[src/rtl/pifo_lane_client.sv]
// Initiator side of one PIFO-tree lane: issues push/pop tasks under occupancy and credit
// limits, and buffers level-0 pop returns in a first-word-fall-through response FIFO.
module pifo_lane_client #(
    parameter int PTW       = 16,
    parameter int MTW       = 0,
    parameter int TREE_NUM  = 4,
    parameter int TREE_CAP  = 15,
    parameter int RSP_DEPTH = 4,
    localparam int TNB = $clog2(TREE_NUM),
    localparam int DW  = MTW + PTW,
    localparam int OCW = $clog2(TREE_CAP + 1),
    localparam int CRW = $clog2(RSP_DEPTH + 1),
    localparam int AW  = $clog2(RSP_DEPTH)
) (
    input  logic           i_clk,
    input  logic           i_arst_n,
    input  logic           i_cmd_valid,
    output logic           o_cmd_ready,
    input  logic           i_cmd_op,
    input  logic [TNB-1:0] i_cmd_tree_id,
    input  logic [DW-1:0]  i_cmd_data,
    output logic           o_push,
    output logic           o_pop,
    output logic [TNB-1:0] o_push_tree_id,
    output logic [TNB-1:0] o_pop_tree_id,
    output logic [DW-1:0]  o_push_data,
    input  logic           i_task_fifo_full,
    input  logic           i_is_level0_pop,
    input  logic [TNB-1:0] i_tree_id,
    input  logic [DW-1:0]  i_pop_data,
    output logic           o_rsp_valid,
    input  logic           i_rsp_ready,
    output logic [TNB-1:0] o_rsp_tree_id,
    output logic [DW-1:0]  o_rsp_data,
    output logic           o_rsp_null,
    output logic           o_err_overflow,
    output logic           o_err_spurious
);

    logic [OCW-1:0]    occ_q [TREE_NUM];
    logic [OCW-1:0]    occ_d [TREE_NUM];
    logic [CRW-1:0]    credits_q, credits_d;
    logic [CRW-1:0]    outst_q, outst_d;
    logic [AW:0]       wptr_q, wptr_d, rptr_q, rptr_d;
    logic [TNB+DW-1:0] mem_q [RSP_DEPTH];

    logic           push_q, pop_q;
    logic [TNB-1:0] push_tid_q, pop_tid_q;
    logic [DW-1:0]  push_data_q;
    logic           err_ovf_q, err_spur_q;

    logic [OCW-1:0]    occ_sel_s;
    logic              cmd_ready_s, push_acc_s, pop_acc_s;
    logic              fifo_empty_s, fifo_full_s, deq_s, cap_ok_s;
    logic              spur_s, ovf_s;
    logic [TNB+DW-1:0] rsp_entry_s;

    // Command acceptance and FIFO status decode
    always_comb begin
        occ_sel_s    = occ_q[i_cmd_tree_id];
        fifo_empty_s = (wptr_q == rptr_q);
        fifo_full_s  = (wptr_q[AW] != rptr_q[AW]) && (wptr_q[AW-1:0] == rptr_q[AW-1:0]);
        if (i_task_fifo_full) begin
            cmd_ready_s = 1'b0;
        end else if (i_cmd_op) begin
            cmd_ready_s = (occ_sel_s < OCW'(TREE_CAP));
        end else begin
            cmd_ready_s = (occ_sel_s != {OCW{1'b0}}) && (credits_q != {CRW{1'b0}});
        end
        push_acc_s = i_cmd_valid && cmd_ready_s && i_cmd_op;
        pop_acc_s  = i_cmd_valid && cmd_ready_s && !i_cmd_op;
        deq_s      = !fifo_empty_s && i_rsp_ready;
        // A dequeue in the same cycle frees the slot a full-FIFO capture needs.
        cap_ok_s   = i_is_level0_pop && (!fifo_full_s || deq_s);
        ovf_s      = i_is_level0_pop && fifo_full_s && !deq_s;
        spur_s     = i_is_level0_pop && (outst_q == {CRW{1'b0}}) && !pop_acc_s;
    end

    // Next-state for occupancy, credits, outstanding pops and FIFO pointers
    always_comb begin
        occ_d = occ_q;
        if (push_acc_s) begin
            occ_d[i_cmd_tree_id] = occ_sel_s + OCW'(1'b1);
        end else if (pop_acc_s) begin
            occ_d[i_cmd_tree_id] = occ_sel_s - OCW'(1'b1);
        end else begin
            occ_d[i_cmd_tree_id] = occ_sel_s;
        end

        case ({pop_acc_s, deq_s})
            2'b10:   credits_d = credits_q - CRW'(1'b1);
            2'b01:   credits_d = (credits_q < CRW'(RSP_DEPTH)) ? credits_q + CRW'(1'b1) : credits_q;
            default: credits_d = credits_q;
        endcase

        case ({pop_acc_s, i_is_level0_pop})
            2'b10:   outst_d = outst_q + CRW'(1'b1);
            2'b01:   outst_d = (outst_q != {CRW{1'b0}}) ? outst_q - CRW'(1'b1) : outst_q;
            default: outst_d = outst_q;
        endcase

        if (cap_ok_s) begin
            wptr_d = wptr_q + (AW+1)'(1'b1);
        end else begin
            wptr_d = wptr_q;
        end
        if (deq_s) begin
            rptr_d = rptr_q + (AW+1)'(1'b1);
        end else begin
            rptr_d = rptr_q;
        end
    end

    // State registers and registered task strobes
    always_ff @(posedge i_clk or negedge i_arst_n) begin
        if (!i_arst_n) begin
            for (int t = 0; t < TREE_NUM; t++) begin
                occ_q[t] <= {OCW{1'b0}};
            end
            for (int e = 0; e < RSP_DEPTH; e++) begin
                mem_q[e] <= {(TNB+DW){1'b0}};
            end
            credits_q   <= CRW'(RSP_DEPTH);
            outst_q     <= {CRW{1'b0}};
            wptr_q      <= {(AW+1){1'b0}};
            rptr_q      <= {(AW+1){1'b0}};
            push_q      <= 1'b0;
            pop_q       <= 1'b0;
            push_tid_q  <= {TNB{1'b0}};
            pop_tid_q   <= {TNB{1'b0}};
            push_data_q <= {DW{1'b0}};
            err_ovf_q   <= 1'b0;
            err_spur_q  <= 1'b0;
        end else begin
            occ_q       <= occ_d;
            credits_q   <= credits_d;
            outst_q     <= outst_d;
            wptr_q      <= wptr_d;
            rptr_q      <= rptr_d;
            if (cap_ok_s) begin
                mem_q[wptr_q[AW-1:0]] <= {i_tree_id, i_pop_data};
            end
            push_q      <= push_acc_s;
            pop_q       <= pop_acc_s;
            push_tid_q  <= push_acc_s ? i_cmd_tree_id : {TNB{1'b0}};
            pop_tid_q   <= pop_acc_s  ? i_cmd_tree_id : {TNB{1'b0}};
            push_data_q <= push_acc_s ? i_cmd_data    : {DW{1'b0}};
            err_ovf_q   <= err_ovf_q  | ovf_s;
            err_spur_q  <= err_spur_q | spur_s;
        end
    end

    assign rsp_entry_s    = mem_q[rptr_q[AW-1:0]];
    assign o_cmd_ready    = cmd_ready_s;
    assign o_push         = push_q;
    assign o_pop          = pop_q;
    assign o_push_tree_id = push_tid_q;
    assign o_pop_tree_id  = pop_tid_q;
    assign o_push_data    = push_data_q;
    assign o_rsp_valid    = !fifo_empty_s;
    assign o_rsp_tree_id  = rsp_entry_s[TNB+DW-1:DW];
    assign o_rsp_data     = rsp_entry_s[DW-1:0];
    assign o_rsp_null     = &rsp_entry_s[DW-1:0];
    assign o_err_overflow = err_ovf_q;
    assign o_err_spurious = err_spur_q;

endmodule
[config.mk]
export PLATFORM = sky130hd
export DESIGN_NAME = pifo_lane_client
export DESIGN_NICKNAME = d
export VERILOG_FILES = /design/src/rtl/pifo_lane_client.sv
export SDC_FILE = /design/constraint.sdc
export NUM_CORES = 1
export LEC_CHECK = 0
export CAP_MARGIN = 10
export CELL_PAD_IN_SITES_DETAIL_PLACEMENT = 1
export CELL_PAD_IN_SITES_GLOBAL_PLACEMENT = 2
export CORE_MARGIN = 8
export CORE_UTILIZATION = 34
export DETAILED_ROUTE_END_ITERATION = 16
export GPL_TIMING_DRIVEN = 0
export HOLD_SLACK_MARGIN = 0.12
export PLACE_DENSITY_LB_ADDON = 0.25
export RECOVER_POWER = 25
export REMOVE_ABC_BUFFERS = 1
export SYNTH_ARGS = -nofsm -noshare
export SYNTH_HDL_FRONTEND = slang
export SYNTH_SLANG_ARGS = --single-unit
[constraint.sdc]
create_clock -name i_clk -period 2.81 [get_ports i_clk]
set_input_delay 0.562 -clock i_clk [delete_from_list [all_inputs] [get_ports i_clk]]
set_output_delay 0.562 -clock i_clk [all_outputs]
set_load 0.01 [all_outputs]
==> impl_results.md <==
* Placed Area at 6730 sq um
* Setup tns final at -0.290 ns
* Die height at 145 um
* Nets at 574
* Unique cell type count in the Yosys netlist at 53
* Failing checks: negative setup slack
* Place WS at -1.82 ns
* RSZ-0062 raised after global routing: true
* Seq/Total Area, Yosys at 55.0%
* Clk buf depth at 2
* Highest Clock Rate at 341 MHz
* HPWL Detailed at 9200 um
* Cells taking the most area after synthesis: dfrtp_1 (55%), mux2_2 (15%), mux4_2 (8.8%)
* Clock Latency Late Sink at 0.42 ns
* DRC viols at 0
* Final setup viols at 4
* Final wirelength at 14500 um
* Asr flop ratio synth at 100%
* Starting DRC count in detailed routing at 136
* GRT Util Overall at 14.8%
* Crit path largest cell delay at 0.54 ns
* GPL Wtd Cong at 0.766
* Max_cap viols at 0
* Rel. slew slack at 22.6%
* Wl on met1 at 6160 um
* Worst setup SP type: flip-flop
* Synth Instances at 406
* Top Ports at 88
* Leak pwr at 3.28 nW
* Post-synth EDFFs at 0
* ANT cells at 0
* H-Tree Depth at 4
* Setup ws final at -0.120 ns
* Synthesized area at 5640 sq um
* Final min period at 2.93 ns
* CP Class: flip-flop to flip-flop
* CP endpoint kind: flip-flop
* Crit-path cells: mux4_2 -> ha_4 -> nand3b_1 -> o22ai_4 -> buf_4 -> a211o_1 -> o21ai_2 -> fa_2 -> mux2_1
* Top_reg_cell synth: dfrtp_1
* Peak supply drop at 0.506 mV
* Final Instance Area at 7700 sq um
* Initial antenna violation count at 0
* Pwr Total at 9.26 mW
* Hold Path End: o_err_overflow$_DFF_PN0_
* Hold WS at 0.457 ns
* Final Hold Vio Count at 0
* Ys Warns at 0
* Worst EP required at 3.10 ns
* Status: finished, violations left
* CORE AREA at 16400 sq um
* Post-synthesis mux area share at 24.9%
* Syn_area_per_cell at 13.9 sq um
* Power Density at 1200 nW/um^2
* R2r endpoint: credits_q[1]$_DFFE_PN0P_
* Largest net degree at the start of global routing at 80
* Iteration count of the initial detailed-routing pass at 5
* Hold path startpoint: o_err_overflow$_DFF_PN0_
* Worst-margin pin slew at 1.16 ns
* Drt wl/cell at 19.3 um
* Final core occ at 46.9%
* Initial Util at 34.4%
* Cells after DPL at 697
* Synth Area in XOR/XNOR at 2.17%
* Post-synthesis simple-gate area fraction at 8.49%
* DR top layer: met4
* Skew final at 0.0108 ns
* Cell accounting for the most synthesized area: dfrtp_1
* Slew Limit Fails at 0
* Clock Tree Root: clkbuf_16
* Slowest cell on crit path: mux4_2
* Number of synthesized register bits at 124
* Synth top area share at 54.5%
* Clock sinks at 124
* Vias in the first global route at 4272
* Worst-path fanout max at 4
* Post-Synth Adder-Cell Area at 2.35%
* CTS Buf Count at 17
* Worst R2R Path Depth at 9
* Grt total ovfl at 0
* Detail Route met3 WL at 553 um
* Worst EP arrival at 3.22 ns
* Met2 WL at 7670 um
* Die area at 21000 sq um
* Hold path cells at 1
* Reg2Reg Setup Slack at -0.12 ns
* Compound-cell area share of the yosys netlist at 4.92%
* DRT antenna net count at 0
* Type of the tightest min-delay check: flip-flop to flip-flop
* P&R area growth vs syn at 36.4%
* DR vias at 3700
* PortBufs at 87
* Final worst-path cycle share at 104%
* Combinational family with the most area after synthesis: multiplexers
* Vias per Instance at 4.91
* First-pass GRT wire length at 23600 um
* Clock transition at the registers of the reported paths at 0.05 ns
* FF-to-FF Start: occ_q[0]$_DFFE_PN0P_
* Post-route insts no fill at 754
* CTS tree: done
* Die X at 145 um
* # rows at 47
* Layout cells sized above 1 at 34.8%
## critical path: cells and delay by family, from the launching register on
family                   cells  cell delay (ns)
flip-flops                   1             0.37
adder cells (fa/ha/maj)      2             0.65
AND/OR/NAND/NOR              1             0.16
AO/OA/AOI/OAI                3             0.61
multiplexers                 2             0.84
buffers and inverters        1             0.17
## final cells by class
class                      instances  area, sq um
clock buffer                      19          453
clock inverter                    13          213
fill                            1634         8710
inverter                          10         46.3
multi-input combinational        255         2500
sequential                       124         3110
tap                              220          275
timing repair buffer             113         1090
## cells in the mapped netlist, drive strengths merged (9+ instances only)
cell and number:
nand2 27, ha 9, mux4 22, o21ai 17, buf 12, nor2 11, and2 20, mux2 77
xnor2 9, dfrtp 123, inv 9
## worst max path at each step
stage                                     from                        to  slack, ns  cells past startpoint
final                     occ_q[0]$_DFFE_PN0P_  credits_q[1]$_DFFE_PN0P_      -0.12                      9
after global routing      occ_q[0]$_DFFE_PN0P_    outst_q[1]$_DFFE_PN0P_      -0.21                     12
after CTS                 occ_q[1]$_DFFE_PN0P_  credits_q[1]$_DFFE_PN0P_      -0.08                      9
after detailed placement      i_cmd_tree_id[0]     occ_q[11]$_DFFE_PN0P_      -1.82                      9
after global placement                i_arst_n  o_err_spurious$_DFF_PN0_      -3.73                      1
after floorplan               i_cmd_tree_id[0]    outst_q[1]$_DFFE_PN0P_      -0.36                     12
## state kept, by name, indices dropped and copies added, names as in the netlist
register and flops:
o_push_data 16, o_err_spurious 1, o_push_tree_id 2, credits_q 3, mem_q 72, outst_q 3, o_pop_tree_id 2, o_push 1
rptr_q 3, o_pop 1, o_err_overflow 1, occ_q 16, wptr_q 3
## cells in the final DEF (no fill, tap or decap), types with 3 or more instances in the layout
cell | Yosys | routed
dfrtp_1 | 123 | 121
o21ai_2 | 2 | 3
o21ai_1 | 7 | 7
mux4_2 | 22 | 22
nand4_1 | 5 | 5
o21ai_0 | 8 | 7
bufinv_16 | 0 | 5
and2_1 | 20 | 20
ha_1 | 9 | 7
clkinvlp_4 | 0 | 3
buf_4 | 1 | 18
and3_1 | 3 | 3
xor2_1 | 5 | 5
clkbuf_16 | 0 | 17
inv_6 | 0 | 3
mux2i_1 | 4 | 4
nor3_1 | 6 | 5
buf_6 | 1 | 6
mux2_2 | 76 | 76
nand3_1 | 6 | 5
inv_1 | 8 | 7
nor2_1 | 11 | 11
xnor2_1 | 9 | 8
nand2_1 | 26 | 24
clkdlybuf4s50_1 | 0 | 81
## cell families (layout without fill, tap and decap cells)
group,Yosys count,in the layout
AO/OA/AOI/OAI,38,38
XOR/XNOR,14,14
adder cells (fa/ha/maj),10,10
buffers and inverters,27,155
flip-flops,124,124
multiplexers,103,103
AND/OR/NAND/NOR,90,90
## repair_timing
| item | CTS | global route |
|---|---|---|
| setup endpoints to repair | 139 | 79 |
| hold buffers | 1 | 0 |
| setup buffers | 19 | 5 |
| pin swaps | 11 | 9 |
| gates resized for setup | 38 | 10 |
| endpoints found under the hold margin | 45 | 0 |
## per-layer routing
| layer | up-vias | track usage (%) |
|---|---|---|
| li1 | 1701 | - |
| met1 | 1931 | 17.5 |
| met2 | 55 | 26.2 |
| met3 | 13 | 3.71 |
| met4 | 0 | 4.22 |
| met5 | - | 0 |
## power by group
part           total (mW)  leakage (nW)  switching, mW  internal (mW)
clock network        2.48         0.316          0.848           1.63
registers            3.06          1.52          0.515           2.55
logic                3.72          1.45           1.56           2.17
total                9.26          3.28           2.92           6.34
(Power assumes the default switching activity.)
